[config.mk]
export PLATFORM = sky130hd
export DESIGN_NAME = lc3b_microsequencer_flat
export DESIGN_NICKNAME = d
export VERILOG_FILES = /design/src/rtl/lc3b_pkg.sv /design/src/rtl/lc3b_microsequencer_if.sv /design/src/rtl/lc3b_next_uaddr.sv /design/src/rtl/lc3b_microsequencer.sv /design/src/flat_wrapper.sv
export SDC_FILE = /design/constraint.sdc
export NUM_CORES = 1
export LEC_CHECK = 0
export CAP_MARGIN = 20
export CORE_MARGIN = 4
export CORE_UTILIZATION = 32
export CTS_CLUSTER_SIZE = 16
export DETAILED_ROUTE_END_ITERATION = 6
export GPL_ROUTABILITY_DRIVEN = 0
export PLACE_DENSITY = 0.86
export SLEW_MARGIN = 20
export SYNTH_ARGS = -nofsm -noshare
export SYNTH_HDL_FRONTEND = slang
export SYNTH_SLANG_ARGS = --single-unit
[constraint.sdc]
create_clock -name clk -period 1.8 [get_ports clk]
set_input_delay 0.27 -clock clk [delete_from_list [all_inputs] [get_ports clk]]
set_output_delay 0.27 -clock clk [all_outputs]
set_load 0.05 [all_outputs]
[src/rtl/lc3b_pkg.sv]
// Shared constants and types for the LC-3b microsequencer slice: control
// word field positions, COND encodings and the reset microstate.
package lc3b_pkg;

    localparam int UADDR_W = 6;
    localparam int CW_W    = 35;

    localparam int IRD_BIT = 34;
    localparam int COND_HI = 33;
    localparam int COND_LO = 32;
    localparam int J_HI    = 31;
    localparam int J_LO    = 26;
    localparam int CTRL_HI = 25;

    typedef enum logic [1:0] {
        COND_NONE     = 2'b00,
        COND_MEMRDY   = 2'b01,
        COND_BRANCH   = 2'b10,
        COND_ADDRMODE = 2'b11
    } cond_e;

    localparam logic [UADDR_W-1:0] FETCH_STATE = 6'd18;

    // Control word as laid out in the store, MSB first.
    typedef struct packed {
        logic                ird;
        cond_e               cond;
        logic [UADDR_W-1:0]  j;
        logic [CTRL_HI:0]    ctl;
    } uword_t;

endpackage

[src/rtl/lc3b_microsequencer_if.sv]
// Bundle between the microsequencer, the control store and the datapath.
// master = environment (store + datapath), slave = microsequencer.
interface lc3b_microsequencer_if
    import lc3b_pkg::*;
();
    logic               en;
    logic [15:0]        ir;
    logic               ben;
    logic               mem_r;
    logic [CW_W-1:0]    uword;
    logic [UADDR_W-1:0] uaddr;
    logic [CW_W-1:0]    ctrl;
    logic               err;
    logic [15:0]        icount;

    modport master (
        output en, ir, ben, mem_r, uword,
        input  uaddr, ctrl, err, icount
    );

    modport slave (
        input  en, ir, ben, mem_r, uword,
        output uaddr, ctrl, err, icount
    );
endinterface

[src/rtl/lc3b_next_uaddr.sv]
// Combinational next-microstate: IRD dispatch on the opcode, otherwise J
// with condition bits OR'd into its low three bits.
module lc3b_next_uaddr
    import lc3b_pkg::*;
(
    input  logic [CW_W-1:0]    uword,
    input  logic [15:0]        ir,
    input  logic               ben,
    input  logic               mem_r,
    output logic [UADDR_W-1:0] next
);

    uword_t uw;
    assign uw = uword_t'(uword);

    // Dispatch or conditional branch off J; a memory wait falls back to J.
    always_comb begin
        next = uw.j;
        if (uw.ird) begin
            next = {2'b00, ir[15:12]};
        end else begin
            next[2] = uw.j[2] | ((uw.cond == COND_BRANCH)   & ben);
            next[1] = uw.j[1] | ((uw.cond == COND_MEMRDY)   & mem_r);
            next[0] = uw.j[0] | ((uw.cond == COND_ADDRMODE) & ir[11]);
        end
    end

endmodule

[src/rtl/lc3b_microsequencer.sv]
// LC-3b microsequencer: owns the microstate register, the sticky
// unpopulated-word error/halt and the instruction dispatch counter.
module lc3b_microsequencer
    import lc3b_pkg::*;
(
    input  logic                  clk,
    input  logic                  rst,
    lc3b_microsequencer_if.slave  bus
);

    logic [UADDR_W-1:0] state_q;
    logic [UADDR_W-1:0] next;
    logic               err_q;
    logic               halted_q;
    logic [15:0]        icount_q;
    logic               live;
    logic               zero_word;

    // An edge only does work when enabled and not halted.
    assign live      = bus.en & ~halted_q;
    assign zero_word = (bus.uword == '0);

    lc3b_next_uaddr u_next (
        .uword (bus.uword),
        .ir    (bus.ir),
        .ben   (bus.ben),
        .mem_r (bus.mem_r),
        .next  (next)
    );

    // State, error and counter; a zero word halts and pins the bad state.
    always_ff @(posedge clk or posedge rst) begin
        if (rst) begin
            state_q  <= FETCH_STATE;
            err_q    <= 1'b0;
            halted_q <= 1'b0;
            icount_q <= 16'h0000;
        end else if (live) begin
            if (zero_word) begin
                err_q    <= 1'b1;
                halted_q <= 1'b1;
            end else begin
                state_q <= next;
                if (bus.uword[IRD_BIT])
                    icount_q <= icount_q + 16'h0001;
            end
        end
    end

    // Sequencing fields pass straight through; loads/gates only when live.
    assign bus.ctrl   = {bus.uword[CW_W-1:J_LO], live ? bus.uword[CTRL_HI:0] : {(CTRL_HI+1){1'b0}}};
    assign bus.uaddr  = state_q;
    assign bus.err    = err_q;
    assign bus.icount = icount_q;

endmodule

[src/flat_wrapper.sv]
// flat-port wrapper written by rule: the top's interface ports become plain ports
module lc3b_microsequencer_flat import lc3b_pkg::*;
  (clk, rst, bus_en, bus_ir, bus_ben, bus_mem_r, bus_uword, bus_uaddr, bus_ctrl, bus_err, bus_icount);
  lc3b_microsequencer_if bus_i ();
  input  logic clk;
  input  logic rst;
  input wire logic [$bits(bus_i.en)-1:0] bus_en;
  input wire logic [$bits(bus_i.ir)-1:0] bus_ir;
  input wire logic [$bits(bus_i.ben)-1:0] bus_ben;
  input wire logic [$bits(bus_i.mem_r)-1:0] bus_mem_r;
  input wire logic [$bits(bus_i.uword)-1:0] bus_uword;
  output wire logic [$bits(bus_i.uaddr)-1:0] bus_uaddr;
  output wire logic [$bits(bus_i.ctrl)-1:0] bus_ctrl;
  output wire logic [$bits(bus_i.err)-1:0] bus_err;
  output wire logic [$bits(bus_i.icount)-1:0] bus_icount;
  assign bus_i.en = bus_en;
  assign bus_i.ir = bus_ir;
  assign bus_i.ben = bus_ben;
  assign bus_i.mem_r = bus_mem_r;
  assign bus_i.uword = bus_uword;
  assign bus_uaddr = bus_i.uaddr;
  assign bus_ctrl = bus_i.ctrl;
  assign bus_err = bus_i.err;
  assign bus_icount = bus_i.icount;
  lc3b_microsequencer u_core (.clk(clk), .rst(rst), .bus(bus_i));
endmodule
==> results by group <==
Outcome
  – Status: finished clean

Route
  – Routed Antenna Nets: 0
  – 1st-pass router iterations: 4
  – Iteration-0 DRC Markers: 61
  – Wire per inst: between 15 and 20 um
  – Routed WL: between 5000 and 6000 um
  – DRC: 0
  – Via density: 4.86
  – Total number of vias: about 1500

Setup path
  – Crit start category: input port
  – FF-to-FF setup slack: 0.34 ns
  – WP data required: 1.53 ns
  – Critical path depth: 5
  – RR Startpoint: u_core.bus.icount[0]
  – Crit. End Element: primary output
  – Arr. time, crit path: between 1.5 and 2 ns
  – Crit path to: bus_ctrl[25]
  – Worst-path cell chain: clkdlybuf4s50_1 -> nor2b_2 -> buf_12 -> and2_1 -> buf_12
  – Worst path top cell family by delay: buffers and inverters
  – Setup CP Type: input port to primary output
  – CP bufs+invs: 3
  – Critical Path Fanout Max: 27
  – Worst path most repeated cell: buf_12
  – FF-to-FF path depth: 6
  – Reg2reg end: u_core.bus.icount[8]
  – Slowest-stage cell, CP: clkdlybuf4s50_1
  – Critical Path Start: bus_en
  – Worst path max stage delay: 0.48 ns

Floorplanning
  – Starting Density: approximately 34%
  – Die outline height: 73.5 um
  – Die area: 0.00540 sq mm
  – I/O pins: ~110
  – Die X: 73.5 um
  – FP Rows: 23
  – Core box area: 0.00409 sq mm

Final layout
  – Design area: 0.00298 sq mm
  – Core Util, Final: 72.9%
  – Layout Area Growth over Synthesis: 117%
  – Fin nets: 310
  – Share of post-route cells with drive strength above 1: 47.6%
  – Finished Layout Cells: 302
  – # diodes: 0

Clocking
  – CTS root buf: clkbuf_8
  – Cts hold-fix bufs: 0
  – Clk slew on worst S/H paths: 0.08 ns
  – Longest Clk Path Bufs: 2
  – Clk_lat worst skew: 0.26 ns
  – H-tree depth: 1
  – CTS tree: done
  – Total CTS buffers: 3
  – CTS Sinks: 23

Synth
  – Post-Syn Instances: 140
  – Fraction of the yosys area taken by sequential cells: 42.2%
  – Syn avg cell area: 9.80 sq um
  – Share of the synthesized area in the top cell type: 38.3%
  – Synth async-reset ratio: 100%
  – Yosys cell types: 28
  – Synthesized area: 0.00137 sq mm
  – Syn_nets: 197
  – Post-synth EDFFs: 0
  – Register bit total from synthesis: 23
  – Ys Warns: 0
  – Synth area leaders: dfrtp_1, and2_1, xnor2_1
  – Synth top cells by count: and2_1, dfrtp_1, xnor2_1, nand2_1, buf_4
  – Area leader, netlist: dfrtp_1
  – Ys flop type: dfrtp_1
  – Top-count cell post-synth: and2_1

Pwr
  – Total Power: between 2 and 2.5 mW
  – VDD IR max: 0.582 mV
  – PwrDens: 704 mW/mm^2
  – Leak pwr: 1.43 nW

GRT
  – Initial antenna violation count: 0
  – Largest net degree at the start of global routing: 28
  – Congestion Overflow GR: 0
  – GRT Util Overall: approximately a fifth
  – First-pass GRT wire length: 7860 um
  – Vias in the first global route: 1523

Timing
  – Final Skew: ~0.001 ns
  – Final setup violation count: 0
  – Final setup TNS: 0 ns
  – Max Transition Viols Final: 0
  – Post-layout min period: 1.79 ns
  – Maximum clock frequency: 0.560 GHz
  – Final hold violations: 0
  – Worst-Margin Slew: 0.502 ns
  – Final worst-path cycle share: 99.3%
  – Slew HR: between 60 and 70%

Placement
  – Hpwl dp: 4280 um
  – Placed Area: 0.00283 sq mm
  – Placed cell count: 296
  – Port Buffer Count: 102

Flow run
  – Max-Cap Viols: 0

Hold path
  – Hold Path Class: input port to asynchronous set/reset pin
## report_power, final
group	switching [mW]	total, mW	internal (mW)	leakage, nW
Combinational	0.637	1.10	0.462	1.11
Sequential	0.0908	0.688	0.597	0.297
Clock	0.157	0.311	0.154	0.0255
## kinds of logic (layout without fill, tap and decap cells)
logic type	after synthesis	in the layout	share of synthesized area [%]
AO/OA/AOI/OAI	8	8	4.56
XOR/XNOR	15	15	9.58
adder cells (fa/ha/maj)	1	1	0.912
buffers and inverters	16	128	6.93
flip-flops	23	23	42.2
multiplexers	8	8	6.57
AND/OR/NAND/NOR	69	69	29.3
## metal layers
metal  vias up  wire (um)  global-route usage (%)
li1        693          -                       -
met1       696       2240                    22.9
met2        68       2880                    31.6
met3        10        514                    4.38
met4         0        113                    8.45
met5         -          0                       0
## per-stage QoR
| stage | hold WS (ns) | setup WS (ns) |
|---|---|---|
| 2_1_floorplan | 0.270 | -0.0278 |
| 3_3_place_gp | 0.464 | -0.379 |
| 3_5_place_dp | 0.476 | -0.417 |
| 4_1_cts | 0.357 | 0.0141 |
| 5_1_grt | 0.398 | -0.0558 |
| 6_report | 0.347 | 0.0131 |
## state kept, by name, summed over array words and instances, names as in the netlist
| signal | count |
|---|---|
| u_core.bus.icount | 16 |
| u_core.bus.uaddr | 6 |
| u_core.halted_q | 1 |
## worst min-delay path by stage
stage	cells after the start	start	end	slack, ns
after floorplan	1	rst	u_core.bus.icount[0]	0.27
after global placement	1	u_core.bus.icount[15]	u_core.bus.icount[15]	0.46
after detailed placement	1	u_core.bus.icount[15]	u_core.bus.icount[15]	0.48
after CTS	3	rst	u_core.bus.uaddr[5]	0.36
after global routing	3	rst	u_core.bus.icount[15]	0.40
final	3	rst	u_core.bus.icount[15]	0.35
## timing repair
action	in CTS	in global routing
endpoints found under the setup margin	14	7
setup buffers	2	0
resized for setup	7	17
pin swaps	4	11
## tightest hold or removal path: cells and delay by family
kind	cells	cell delay [ns]
buf+inv	3	0.73
## layout by cell type (no fill, tap or decap)
cell             count
a21o_1               1
a31oi_1              3
and2_1               6
and2_2              20
and2b_1              2
and3_1               2
and4_1               1
buf_12              36
buf_4               39
buf_6                1
clkbuf_8             3
clkdlybuf4s50_1     31
clkinv_2             1
dfrtp_1             21
dfstp_2              2
dlymetal6s2s_1      14
ha_1                 1
inv_1                3
mux2_2               7
mux2_4               1
nand2_1             10
nand2b_1             1
nand3_1              5
nand3_2              1
nand4_1              5
nand4b_1             1
nor2_1               3
nor2b_2              1
nor3_1               3
nor4_1               1
nor4_2               7
o21ai_0              3
o31ai_4              1
xnor2_1             12
xor2_1               3
## area by class of cell
type | count | area (sq um)
sequential | 23 | 578
tap | 50 | 62.6
clock inverter | 1 | 5.00
timing repair buffer | 121 | 1510
multi-input combinational | 101 | 772
fill | 282 | 1110
clock buffer | 3 | 41.3
inverter | 3 | 11.3
(Power assumes the default switching activity.)
